==> src/rtl/output_stream_writer.sv <==
// AXI4-Stream writer: rescales/saturates accumulators into a pixel FIFO and frames one channel.
// Define OUT_RELU_EN to clamp negative pixels to zero at writeback.
module output_stream_writer #(
    parameter int DATA_WIDTH = 16,
    parameter int ACC_WIDTH  = 32,
    parameter int FRAC_SHIFT = 8,
    parameter int AXIS_WIDTH = 256,
    parameter int FIFO_DEPTH = 8
) (
    input  logic                  clk,
    input  logic                  Reset,
    input  logic                  Start,
    input  logic [7:0]            IMAGE_SIZE,
    input  logic [ACC_WIDTH-1:0]  in_data,
    input  logic                  in_valid,
    output logic                  in_ready,
    output logic [AXIS_WIDTH-1:0] m_axis_tdata,
    output logic                  m_axis_tvalid,
    output logic                  m_axis_tlast,
    input  logic                  m_axis_tready,
    output logic                  Busy,
    output logic                  Done
);

    localparam int PTR_W = $clog2(FIFO_DEPTH);
    localparam logic signed [ACC_WIDTH-1:0] PMAX =
        {{(ACC_WIDTH-DATA_WIDTH+1){1'b0}}, {(DATA_WIDTH-1){1'b1}}};
    localparam logic signed [ACC_WIDTH-1:0] PMIN = ~PMAX;

    typedef enum logic [1:0] {IDLE, STREAM, DRAIN, DONE} state_t;

    state_t state_q, state_d;
    logic [15:0] total_q, total_d;
    logic [15:0] count_q, count_d;
    logic [PTR_W:0] wr_ptr_q, rd_ptr_q;
    logic [DATA_WIDTH:0] mem_q [FIFO_DEPTH];
    logic [DATA_WIDTH:0] head;
    logic fifo_empty, fifo_full, push, pop, last_px;
    logic signed [ACC_WIDTH-1:0] shifted;
    logic [DATA_WIDTH-1:0] pixel;

    assign shifted = $signed(in_data) >>> FRAC_SHIFT;

    always_comb begin
        if (shifted > PMAX) begin
            pixel = PMAX[DATA_WIDTH-1:0];
        end else if (shifted < PMIN) begin
            pixel = PMIN[DATA_WIDTH-1:0];
        end else begin
            pixel = shifted[DATA_WIDTH-1:0];
        end
`ifdef OUT_RELU_EN
        if (pixel[DATA_WIDTH-1]) pixel = '0;
`else
`endif
    end

    // Extra pointer bit distinguishes full from empty when indices match
    assign fifo_empty = (wr_ptr_q == rd_ptr_q);
    assign fifo_full  = (wr_ptr_q[PTR_W] != rd_ptr_q[PTR_W]) &&
                        (wr_ptr_q[PTR_W-1:0] == rd_ptr_q[PTR_W-1:0]);
    assign head       = mem_q[rd_ptr_q[PTR_W-1:0]];

    assign m_axis_tvalid = !fifo_empty;
    assign m_axis_tlast  = !fifo_empty && head[DATA_WIDTH];
    assign m_axis_tdata  = fifo_empty ? '0 :
        {{(AXIS_WIDTH-DATA_WIDTH){head[DATA_WIDTH-1]}}, head[DATA_WIDTH-1:0]};

    assign push    = in_valid && in_ready;
    assign pop     = m_axis_tvalid && m_axis_tready;
    assign last_px = (count_q == total_q - 16'd1);

    always_comb begin
        state_d  = state_q;
        total_d  = total_q;
        count_d  = count_q;
        in_ready = 1'b0;
        Busy     = 1'b0;
        Done     = 1'b0;
        unique case (state_q)
            IDLE: begin
                if (Start && IMAGE_SIZE != 8'd0) begin
                    state_d = STREAM;
                    total_d = 16'(IMAGE_SIZE) * 16'(IMAGE_SIZE);
                    count_d = '0;
                end
            end
            STREAM: begin
                Busy     = 1'b1;
                in_ready = !fifo_full;
                if (in_valid && !fifo_full) begin
                    count_d = count_q + 16'd1;
                    if (last_px) state_d = DRAIN;
                end
            end
            DRAIN: begin
                Busy = 1'b1;
                if (pop && m_axis_tlast) state_d = DONE;
            end
            DONE: begin
                Done    = 1'b1;
                state_d = IDLE;
            end
            default: state_d = IDLE;
        endcase
    end

    always_ff @(posedge clk or posedge Reset) begin
        if (Reset) begin
            state_q  <= IDLE;
            total_q  <= '0;
            count_q  <= '0;
            wr_ptr_q <= '0;
            rd_ptr_q <= '0;
        end else begin
            state_q  <= state_d;
            total_q  <= total_d;
            count_q  <= count_d;
            if (push) wr_ptr_q <= wr_ptr_q + 1'b1;
            if (pop)  rd_ptr_q <= rd_ptr_q + 1'b1;
        end
    end

    always_ff @(posedge clk) begin
        if (push) mem_q[wr_ptr_q[PTR_W-1:0]] <= {last_px, pixel};
    end

endmodule

==> config.mk <==
export PLATFORM = sky130hd
export DESIGN_NAME = output_stream_writer
export DESIGN_NICKNAME = d
export VERILOG_FILES = /design/src/rtl/output_stream_writer.sv
export SDC_FILE = /design/constraint.sdc
export NUM_CORES = 1
export LEC_CHECK = 0
export ABC_CLOCK_PERIOD_IN_PS = 10400
export CAP_MARGIN = 10
export CORE_ASPECT_RATIO = 0.5
export CORE_UTILIZATION = 45
export CTS_CLUSTER_SIZE = 25
export DETAILED_ROUTE_END_ITERATION = 16
export GPL_ROUTABILITY_DRIVEN = 0
export PLACE_DENSITY_LB_ADDON = 0.05
export SLEW_MARGIN = 40
export SYNTH_ARGS = -nofsm -noshare
export SYNTH_HDL_FRONTEND = slang
export SYNTH_SLANG_ARGS = --single-unit
==> constraint.sdc <==
create_clock -name clk -period 10.4 [get_ports clk]
set_input_delay 1.56 -clock clk [delete_from_list [all_inputs] [get_ports clk]]
set_output_delay 1.56 -clock clk [all_outputs]
set_load 0.02 [all_outputs]
Word level (Yosys, flattened, before mapping):

Memory sizes are Yosys's and may differ from the RTL's.
Cells that the tools add are included.

* register bits after elaboration: 42
* bits in writable memories: 136
* input port bits: 45
* output and inout port bits: 261
* logic and storage cells: 56
* memories kept: 1

Memories
* mem_q: depth 8, bits a word 17, read ports 1, clocked after memory_dff 0, wr ports 1, RTL line 36 `logic [DATA_WIDTH:0] mem_q [FIFO_DEPTH];`

* $add $sub $neg: 4
* multipliers: 1
* order comparisons: 2
* equality and inequality tests: 11
* muxes and demuxes: 16
* reductions and logical operators: 16

Operators by type and width (number)
* $mux 256: 1
* $mux 16: 4
* $pmux 16 s2: 1
* $gt 24x16->1 const B: 1
* $lt 24x16->1 const B: 1
* $add 16x1->16 const B: 1
* $eq 16x16->1: 1
* $mul 8x8->16: 1
* $sub 16x1->16 const B: 1
* $add 4x1->4 const B: 2
* $mux 2: 4
* $ne 2x2->1 const B: 4
* $pmux 2 s4: 1
* $reduce_bool 8->1: 1
* $logic_and 1x1->1: 7
* $mux 1: 5
* $eq 2x2->1 const B: 2
* $eq 4x4->1: 1
* $reduce_and 4->1: 1
* $eq 3x3->1: 1
* $reduce_and 3->1: 1
* $eq 2x1->1 const B: 1
* $logic_not 1->1: 2
* $logic_not 2->1: 1
* 4 further kinds: 4

Longest topological paths before layout:

Gate-level depths: netlist of the first run.

* depth after elaboration: 7
* depth in mapped cells: 18
* depth with buffers taken out: 17

Least setup slack after synthesis of the first run:

OpenSTA, ideal clock, no wires.

* path type: reg2out
* from: register rd_ptr_q[0]
* to: output m_axis_tdata[100]
* arrival: 9.997 ns
* required time: 8.840 ns
* slack: -1.157 ns
* cell stages (with the launch flop): 7
* buffers on the path: 3
* cells stage by stage: dfrtp_1 > buf_4 > buf_1 > mux4_2 > mux2i_1 > nor2_1 > buf_4

* word-level cells in the longest chain between the ends: 2
* elaborated cells on any way between the ends: 3
* classes of those cells: 1 x eq/ne; 1 x mux; 1 x memory

Ends and longest elaborated chain
* start: declaration: RTL line 35 `logic [PTR_W:0] wr_ptr_q, rd_ptr_q;`
* start signal: assignment: RTL line 120 `if (pop) rd_ptr_q <= rd_ptr_q + 1'b1;`
* $mem_v2 8x17 / $eq 4x4->1 (equally long branches)
* $mux 256 (*): RTL line 66 `assign m_axis_tdata = fifo_empty ? '0 :`
* end: declaration: RTL line 17 `output logic [AXIS_WIDTH-1:0] m_axis_tdata,`

Every way passes the cells marked *; elsewhere a longest branch is shown, timed or not.

Worst setup path after layout of the first run:

* from: input IMAGE_SIZE[5]
* to: register total_q[12]

* word-level cells in the longest chain between the ends: 3
* elaborated cells on any way between the ends: 4
* classes of those cells: 1 x mul; 3 x reduce/logical

Ends and longest elaborated chain
* start: declaration: RTL line 13 `input logic [7:0] IMAGE_SIZE,`
* branches (longest 3 deep; another with $mul 8x8->16)
* end signal: assignment: RTL line 117 `total_q <= total_d;`
* end: declaration: RTL line 33 `logic [15:0] total_q, total_d;`

Several ways; the timed one is not identified.
A chain may end at the register's enable or synchronous reset.

==> results.json, run 1 <==
{
  "outcome": "complete, no violations",
  "io_buffers": 297,
  "min_period_ns": 6.209,
  "firstDrtPassIters": 7,
  "end_kind": "flop",
  "rr_worst_depth": 6,
  "crit_type": "in2reg",
  "hold_viol": 0,
  "grt_pass1_wl_microns": 34160,
  "syn_area_sq_um": 11200,
  "cts_root_buf": "clkbuf_16",
  "initial_core_util_pct": 46.26,
  "synthCells": 937,
  "final_nets": 1116,
  "hold_path.class": "reg2reg",
  "async_flop_share_pct": 23.16,
  "ys_warn_count": 0,
  "cp_data_arrival_time_ns": 6.50,
  "yosysTopAreaCell": "edfxtp_1",
  "place_hpwl_microns": 15100,
  "ant_nets": 0,
  "worst-slew-pin-transition_ns": 0.7739,
  "seq_area_sq_um": 5111,
  "htree_levels": 4,
  "grt_max_degree": 168,
  "cts_setup_buffers": 0,
  "post_drt_wl_per_cell_microns": 16.32,
  "holdPathStages": 1,
  "path_cells": "clkdlybuf4s50_1 > inv_1 > nor2_1 > fa_1 > fa_1 > inv_1 > fa_1 > fa_1 > inv_1 > ha_1 > or3_1 > a211oi_1 > nor3_1 > or2_2 > xnor2_1 > o21ai_0",
  "final_core_util_pct": 55.74,
  "cts.path.max_buffers": 2,
  "cts_tree": "built",
  "synth_edf_count": 136,
  "cp.required_ns": 10.69,
  "drv_slew": 0,
  "drc": 0,
  "maxCapViolations": 0,
  "ios": 306,
  "multiInputGateArea_sq_um": 4016,
  "core_sq_um": 24220,
  "chipWidth_microns": 225.2,
  "grt_pass1_vias": 6307,
  "cp.depth": 16,
  "synth_top_area_share_pct": 36.45,
  "grtUsageTotal_pct": 17.47,
  "finClkSkew_ns": 0.01359,
  "post_cts_resize_count": 0,
  "holdBufCountCts": 0,
  "fmax_mhz": 161.1,
  "die_h_microns": 113.6,
  "timing.final.crit_share_pct": 59.70,
  "use_met2_pct": 30.51,
  "whs_ns": 0.4846,
  "tns_ns": 0,
  "crit_path_top_delay_cell": "clkdlybuf4s50_1",
  "vias": 6444,
  "fp-row-count": 40,
  "grt_use_met3_pct": 3.272,
  "synth_cell_types": 56,
  "crit_buf_inv": 4,
  "die_area_sq_um": 25570,
  "drive_gt1_share_pct": 10.60,
  "antenna_found_initial": 0,
  "setup_violations": 0,
  "insertion_delay_ns": 0.44,
  "clkTransAtPathRegs_ns": 0.06,
  "synth_ff_type": "edfxtp_1",
  "clock_sinks": 177,
  "via_per_inst": 4.756,
  "wl_microns": 22110,
  "ys_ff_latch": 177,
  "relSlewSlack_pct": 48.41,
  "start_kind": "input pin",
  "crit_top_cell": "fa_1",
  "synth.area.top_cells": "edfxtp_1 36%, buf_4 16%, dfrtp_1 9.2%",
  "fillers": 2013,
  "syn_avg_cell_area_sq_um": 11.96,
  "met1_usage_pct": 22.56,
  "antenna_cells": 0,
  "rsz0062_at_grt": "no",
  "cp_slowest_stage_delay_ns": 0.66,
  "synthesis.nets": 1046,
  "grt_overflow_total": 0,
  "busiest_layer": "met2",
  "cts-buffers-inserted": 17,
  "cpLargestDelayFamily": "adder cells",
  "syn_to_final_growth_pct": 20.50,
  "critPathMaxFanout": 9,
  "drt_iter0_markers": 306,
  "ys_seq_area_share_pct": 45.61
}
==> path summary, 6_finish.rpt <==
check                         endpoint  slack, ns          start
min reg2reg                wr_ptr_q[3]       0.48    wr_ptr_q[3]
max reg2reg                mem_q[0][5]       7.39    rd_ptr_q[0]
max                        total_q[12]       4.19  IMAGE_SIZE[5]
min                        wr_ptr_q[3]       0.48    wr_ptr_q[3]
min in group asynchronous  wr_ptr_q[1]       1.57          Reset
max in group asynchronous  rd_ptr_q[0]       8.44          Reset
==> sequential cells by signal, indices dropped and copies added, names as in the netlist <==
signal	count
state_q	2
mem_q	136
total_q	15
rd_ptr_q	4
wr_ptr_q	4
count_q	16
==> synthesized netlist by cell type (5+ instances only) <==
master,number
nand4_1,6
o21ai_0,16
buf_1,5
dfrtp_1,41
edfxtp_1,136
xnor2_1,33
nor2_1,61
fa_1,25
nand2b_1,8
mux2_2,7
xor2_1,22
and2_1,21
nor4_1,6
nand3_1,13
o21a_1,16
inv_1,57
buf_4,242
a21o_1,7
nand2_1,35
mux4_2,34
a21oi_1,15
mux2i_1,21
nor3_1,8
clkbuf_1,14
ha_1,39
==> logic make-up after synthesis <==
logic type      after synthesis  synth area share (%)
buf+inv                     320                 18.85
simple gates                181                 8.141
flops                       177                 45.61
compound gates               77                 4.735
fa+ha+maj                    64                 8.822
mux                          63                 9.548
xor+xnor                     55                 4.299
==> per-stage QoR <==
stage	area, sq um	instances	setup slack (ns)
floorplan	11210	937	2.079
global placement	12830	1322	3.771
detailed placement	12890	1324	3.724
CTS	13490	1355	4.174
global route	13500	1355	3.894
finish	13500	1355	4.191
==> layer usage <==
metal,share of wire (%),vias to the layer above
li1,-,3142
met4,0.78,0
met1,45,3152
met2,50,135
met3,4.1,15
met5,0,-
==> worst reg2reg max path: stages, from the launching register on <==
cell and delay (ns):
dfrtp_2 0.34, buf_4 0.58, xnor2_1 0.24, a41oi_2 0.45
nand2b_1 0.21, nor3_2 0.52, buf_4 0.37
==> cell usage in the layout, fill, tap and decap left out, drive strengths merged, types with 13 or more instances in the layout <==
master,n
clkdlybuf4s50,297
edfxtp,136
inv,63
nor2,62
dfrtp,41
ha,39
nand2,35
mux4,34
xnor2,33
fa,25
xor2,22
and2,21
mux2i,21
clkbuf,18
o21ai,17
buf,17
o21a,16
a21oi,15
nand3,13
==> cell type report <==
type | instances | share of cell area (%)
well taps | 336 | 3.114
inverters | 57 | 1.585
multi-input cells | 440 | 29.75
flip-flops and latches | 177 | 37.86
clock inverters | 13 | 1.297
repair buffers | 314 | 23.22
clock buffers | 18 | 3.179
Power of run 1 is not shown: default switching activity piles up to over one toggle a cycle in this logic, so the estimate is an artifact.
==> run 2: changes to the inputs <==
- ABC_CLOCK_PERIOD_IN_PS: 10400 -> 6400
- CORE_UTILIZATION: 45 -> 49
- clock period: 10.4 -> 6.4 ns (I/O delays scaled with it)
==> run 2 against run 1 <==
Register-to-register slack got worse by 3.8 ns. Cell area decreased by 0.31%. Clock-buffer cell count rose by 1. Via count up 1.0%. Non-clock buffer count increased by 6. Worst hold slack gained 0.0043 ns. Sequential share of layout area increased by 0.12 points. Critical path type unchanged.
==> results.json, run 2 (same netlist as run 1, synthesis figures left out) <==
{
  "outcome": "complete, no violations",
  "cp.required_ns": 6.69,
  "met3_length_microns": 781,
  "chipWidth_microns": 215.9,
  "setup_violations": 0,
  "largest_reg_flops": 136,
  "insertion_delay_ns": 0.43,
  "place_hpwl_microns": 15710,
  "ios": 306,
  "cts.path.max_buffers": 2,
  "r2r-start": "state_q[1]",
  "holdBufCountCts": 0,
  "worstSetupStartpoint": "IMAGE_SIZE[3]",
  "wl_microns": 22670,
  "cp_data_arrival_time_ns": 5.79,
  "grt_pass1_vias": 6295,
  "cts_setup_buffers": 0,
  "final_nets": 1122,
  "hold_viol": 0,
  "relSlewSlack_pct": 54.82,
  "die_area_sq_um": 23510,
  "crit_type": "in2reg",
  "drt_iter0_markers": 329,
  "critPathMaxFanout": 8,
  "fp-row-count": 38,
  "met1Wirelength_microns": 10040,
  "post_cts_resize_count": 0,
  "start_kind": "input pin",
  "io_buffers": 297,
  "antenna_cells": 0,
  "fmax_mhz": 181.6,
  "drive_gt1_share_pct": 11.01,
  "clkTransAtPathRegs_ns": 0.06,
  "grtUsageTotal_pct": 19.28,
  "grt_overflow_total": 0,
  "firstDrtPassIters": 5,
  "finClkSkew_ns": 0.01361,
  "tns_ns": 0,
  "initial_core_util_pct": 50.79,
  "reg2reg_slack_ns": 3.58,
  "final_core_util_pct": 61.01,
  "clock_sinks": 177,
  "timing.final.crit_share_pct": 86.05,
  "min_period_ns": 5.507,
  "syn_to_final_growth_pct": 20.13,
  "top_layer": "met4",
  "cts_root_buf": "clkbuf_16",
  "cts_tree": "built",
  "grt_pass1_wl_microns": 34280,
  "post_drt_wl_per_cell_microns": 17.10,
  "htree_levels": 4,
  "final_cell_mix": "297 x clkdlybuf4s50_1, 136 x edfxtp_1, 59 x nor2_1",
  "mostFrequentLayoutCell": "clkdlybuf4s50_1",
  "hold_start": "wr_ptr_q[3]",
  "grt_max_degree": 109,
  "via_per_inst": 4.910,
  "ant_nets": 0,
  "worst-slew-pin-transition_ns": 0.6763,
  "route.met2.wl_microns": 11670,
  "drc": 0,
  "core_sq_um": 22060,
  "maxCapViolations": 0,
  "end_kind": "flop",
  "die_h_microns": 108.9,
  "vias": 6510,
  "antenna_found_initial": 0,
  "fillers": 1738,
  "hold_path.class": "reg2reg",
  "whs_ns": 0.4889,
  "drv_slew": 0,
  "rsz0062_at_grt": "no",
  "cts-buffers-inserted": 17
}
-- run 2: changes by cell type in the layout (fill, tap and decap cells not counted), sizes merged --
cell	delta
bufinv	-1
clkinv	+2
inv	-1
clkbuf	+1
buf	+6
-- run 2: final timing paths --
check,cells after the start,end
min in group asynchronous,3,state_q[0]
max in group asynchronous,3,rd_ptr_q[0]
worst max-delay path,16,total_q[12]
worst min-delay path,1,wr_ptr_q[3]
worst min register to register,1,wr_ptr_q[3]
worst max register to register,7,mem_q[7][9]
-- run 2: per-layer routing --
layer / vias up / track usage, %
met2: 136 / 33.76
met3: 17 / 4.128
met1: 3210 / 24.64
met5: - / 0
met4: 0 / 4.813
li1: 3147 / -
-- run 2: critical path: stages --
cell	delay, ns
clkdlybuf4s50_1	0.65
inv_1	0.15
nor2_1	0.20
fa_1	0.47
fa_1	0.54
inv_1	0.05
fa_1	0.50
fa_1	0.55
inv_1	0.04
ha_1	0.23
or3_1	0.38
a211oi_1	0.43
nor3_1	0.09
or2_2	0.31
xnor2_1	0.13
o21ai_0	0.09
-- run 2: area by class of cell --
type | instances | area (sq um) | area share, %
flip-flops and latches | 177 | 5111 | 37.97
clock inverters | 13 | 151.4 | 1.125
inverters | 57 | 214.0 | 1.590
clock buffers | 19 | 432.9 | 3.216
repair buffers | 320 | 3164 | 23.51
multi-input cells | 440 | 4011 | 29.80
well taps | 300 | 375.4 | 2.789
-- run 2: per-stage QoR --
stage / worst slack (ns) / cells / cell area [sq um]
floorplan: 0.8216 / 937 / 11210
detailed placement: 0.4493 / 1294 / 12870
global placement: 0.4454 / 1291 / 12830
global route: 0.5916 / 1326 / 13460
CTS: 0.8932 / 1326 / 13450
finish: 0.8929 / 1326 / 13460
Power of run 2 is left out for the same reason.
==> run 3: changes to the inputs <==
--- a/config.mk
+++ b/config.mk
@@ -14,2 +14,3 @@
 export GPL_ROUTABILITY_DRIVEN = 0
+export MAX_ROUTING_LAYER = met4
 export PLACE_DENSITY_LB_ADDON = 0.05
==> constraint.sdc (replaced) <==
create_clock -name clk -period 6.4 [get_ports clk]
set_input_delay 0.64 -clock clk [delete_from_list [all_inputs] [get_ports clk]]
set_output_delay 0.64 -clock clk [all_outputs]
set_load 0.02 [all_outputs]
==> run 3 against run 2 <==
Worst hold slack better by 0.0015 ns. Critical path depth stayed put. Clock-buffer cell count is 2 lower. Sequential cell count stayed put. First-iteration DRC count is 14% lower. Non-clock buffer count is 3 lower. Register-to-register slack worse by 0.03 ns. Via count is 0.26% higher. Wire length is 3.6% lower. Cell area is 0.26% lower. Critical endpoint unchanged. Critical path type unchanged. Sequential share of layout area is 0.099 points higher.
==> results.json, run 3 (same netlist as run 1, synthesis figures left out) <==
{
  "outcome": "complete, no violations",
  "wl_microns": 21860,
  "reg2reg_slack_ns": 3.55,
  "post_cts_resize_count": 0,
  "final_core_util_pct": 60.86,
  "drv_slew": 0,
  "cts_setup_buffers": 0,
  "holdPathStages": 1,
  "drt_iter0_markers": 283,
  "grtUsageTotal_pct": 19.55,
  "tns_ns": 0,
  "route.met2.wl_microns": 11360,
  "maxCapViolations": 0,
  "worstSetupStartpoint": "IMAGE_SIZE[5]",
  "chipWidth_microns": 215.9,
  "syn_to_final_growth_pct": 19.82,
  "htree_levels": 4,
  "die_area_sq_um": 23510,
  "insertion_delay_ns": 0.44,
  "clock_sinks": 177,
  "cp.required_ns": 6.69,
  "post_drt_wl_per_cell_microns": 16.52,
  "rsz0062_at_grt": "no",
  "via_per_inst": 4.933,
  "drc": 0,
  "start_kind": "input pin",
  "antenna_found_initial": 0,
  "min_period_ns": 5.266,
  "relSlewSlack_pct": 51.00,
  "place_hpwl_microns": 15260,
  "end_kind": "flop",
  "ant_nets": 0,
  "cts_root_buf": "clkbuf_16",
  "final_area_sq_um": 13430,
  "core_sq_um": 22060,
  "firstDrtPassIters": 4,
  "critPathMaxFanout": 9,
  "grt_overflow_total": 0,
  "initial_core_util_pct": 50.79,
  "io_buffers": 297,
  "seq_area_sq_um": 5111,
  "worst-slew-pin-transition_ns": 0.7350,
  "dp.cells": 1291,
  "timing.rr.end": "mem_q[3][3]",
  "multiInputGateArea_sq_um": 4011,
  "cp-endpoint": "total_q[12]",
  "stdcell_count": 1323,
  "timing.final.crit_share_pct": 82.28,
  "grt_max_degree": 134,
  "vias": 6527,
  "grt_pass1_vias": 6447,
  "ios": 306,
  "cts.path.max_buffers": 2,
  "final_nets": 1119,
  "clkTransAtPathRegs_ns": 0.07,
  "die_h_microns": 108.9,
  "fillers": 1789,
  "cp_data_arrival_time_ns": 5.56,
  "met1Wirelength_microns": 9428,
  "setup_violations": 0,
  "drive_gt1_share_pct": 10.85,
  "holdBufCountCts": 0,
  "largest_reg_flops": 136,
  "fp-row-count": 38,
  "r2r-start": "rd_ptr_q[0]",
  "met3_length_microns": 915,
  "grt_pass1_wl_microns": 34010,
  "hold_path.class": "reg2reg",
  "crit_type": "in2reg",
  "top_layer": "met4",
  "cts-buffers-inserted": 17,
  "final_cell_mix": "297 x clkdlybuf4s50_1, 136 x edfxtp_1, 59 x nor2_1",
  "antenna_cells": 0,
  "mostFrequentLayoutCell": "clkdlybuf4s50_1",
  "finClkSkew_ns": 0.01397,
  "cts_tree": "built",
  "hold_viol": 0,
  "post_dp_cell_area_sq_um": 12840,
  "fmax_mhz": 189.9,
  "rr_worst_depth": 5
}
run 3: critical path, stage by stage:
cell             delay (ns)
clkdlybuf4s50_1        0.66
inv_1                  0.17
nor2_1                 0.24
fa_1                   0.48
fa_1                   0.54
inv_1                  0.05
fa_1                   0.50
fa_1                   0.55
inv_1                  0.04
ha_1                   0.23
or3_1                  0.38
a211oi_1               0.47
nor3_1                 0.09
or2_2                  0.32
xnor2_1                0.13
o21ai_0                0.08
run 3: layout make-up:
type                    count  area share, %
clock buffers              17          3.169
clock inverters            15          1.118
inverters                  57          1.594
multi-input cells         440          29.88
flip-flops and latches    177          38.07
well taps                 300          2.796
repair buffers            317          23.37
run 3: per-stage QoR:
step	setup slack [ns]	hold WS, ns
2_1_floorplan	1.142	0.4604
3_5_place_dp	0.6673	0.4811
6_report	1.134	0.4904
4_1_cts	1.088	0.4931
5_1_grt	0.7852	0.5113
3_3_place_gp	0.7562	0.4764
run 3: metal layers:
metal | vias up | GRT usage (%)
li1 | 3151 | -
met1 | 3213 | 23.24
met2 | 147 | 34.82
met3 | 16 | 3.487
met4 | 0 | 4.914
met5 | - | -
run 3: how the worst min path moves through the flow:
stage | start | end | slack [ns]
floorplan | rd_ptr_q[3] | rd_ptr_q[3] | 0.46
global placement | rd_ptr_q[3] | rd_ptr_q[3] | 0.48
detailed placement | rd_ptr_q[3] | rd_ptr_q[3] | 0.48
CTS | rd_ptr_q[3] | rd_ptr_q[3] | 0.49
global route | wr_ptr_q[3] | wr_ptr_q[3] | 0.51
finish | wr_ptr_q[3] | wr_ptr_q[3] | 0.49
Power of run 3 is left out for the same reason.
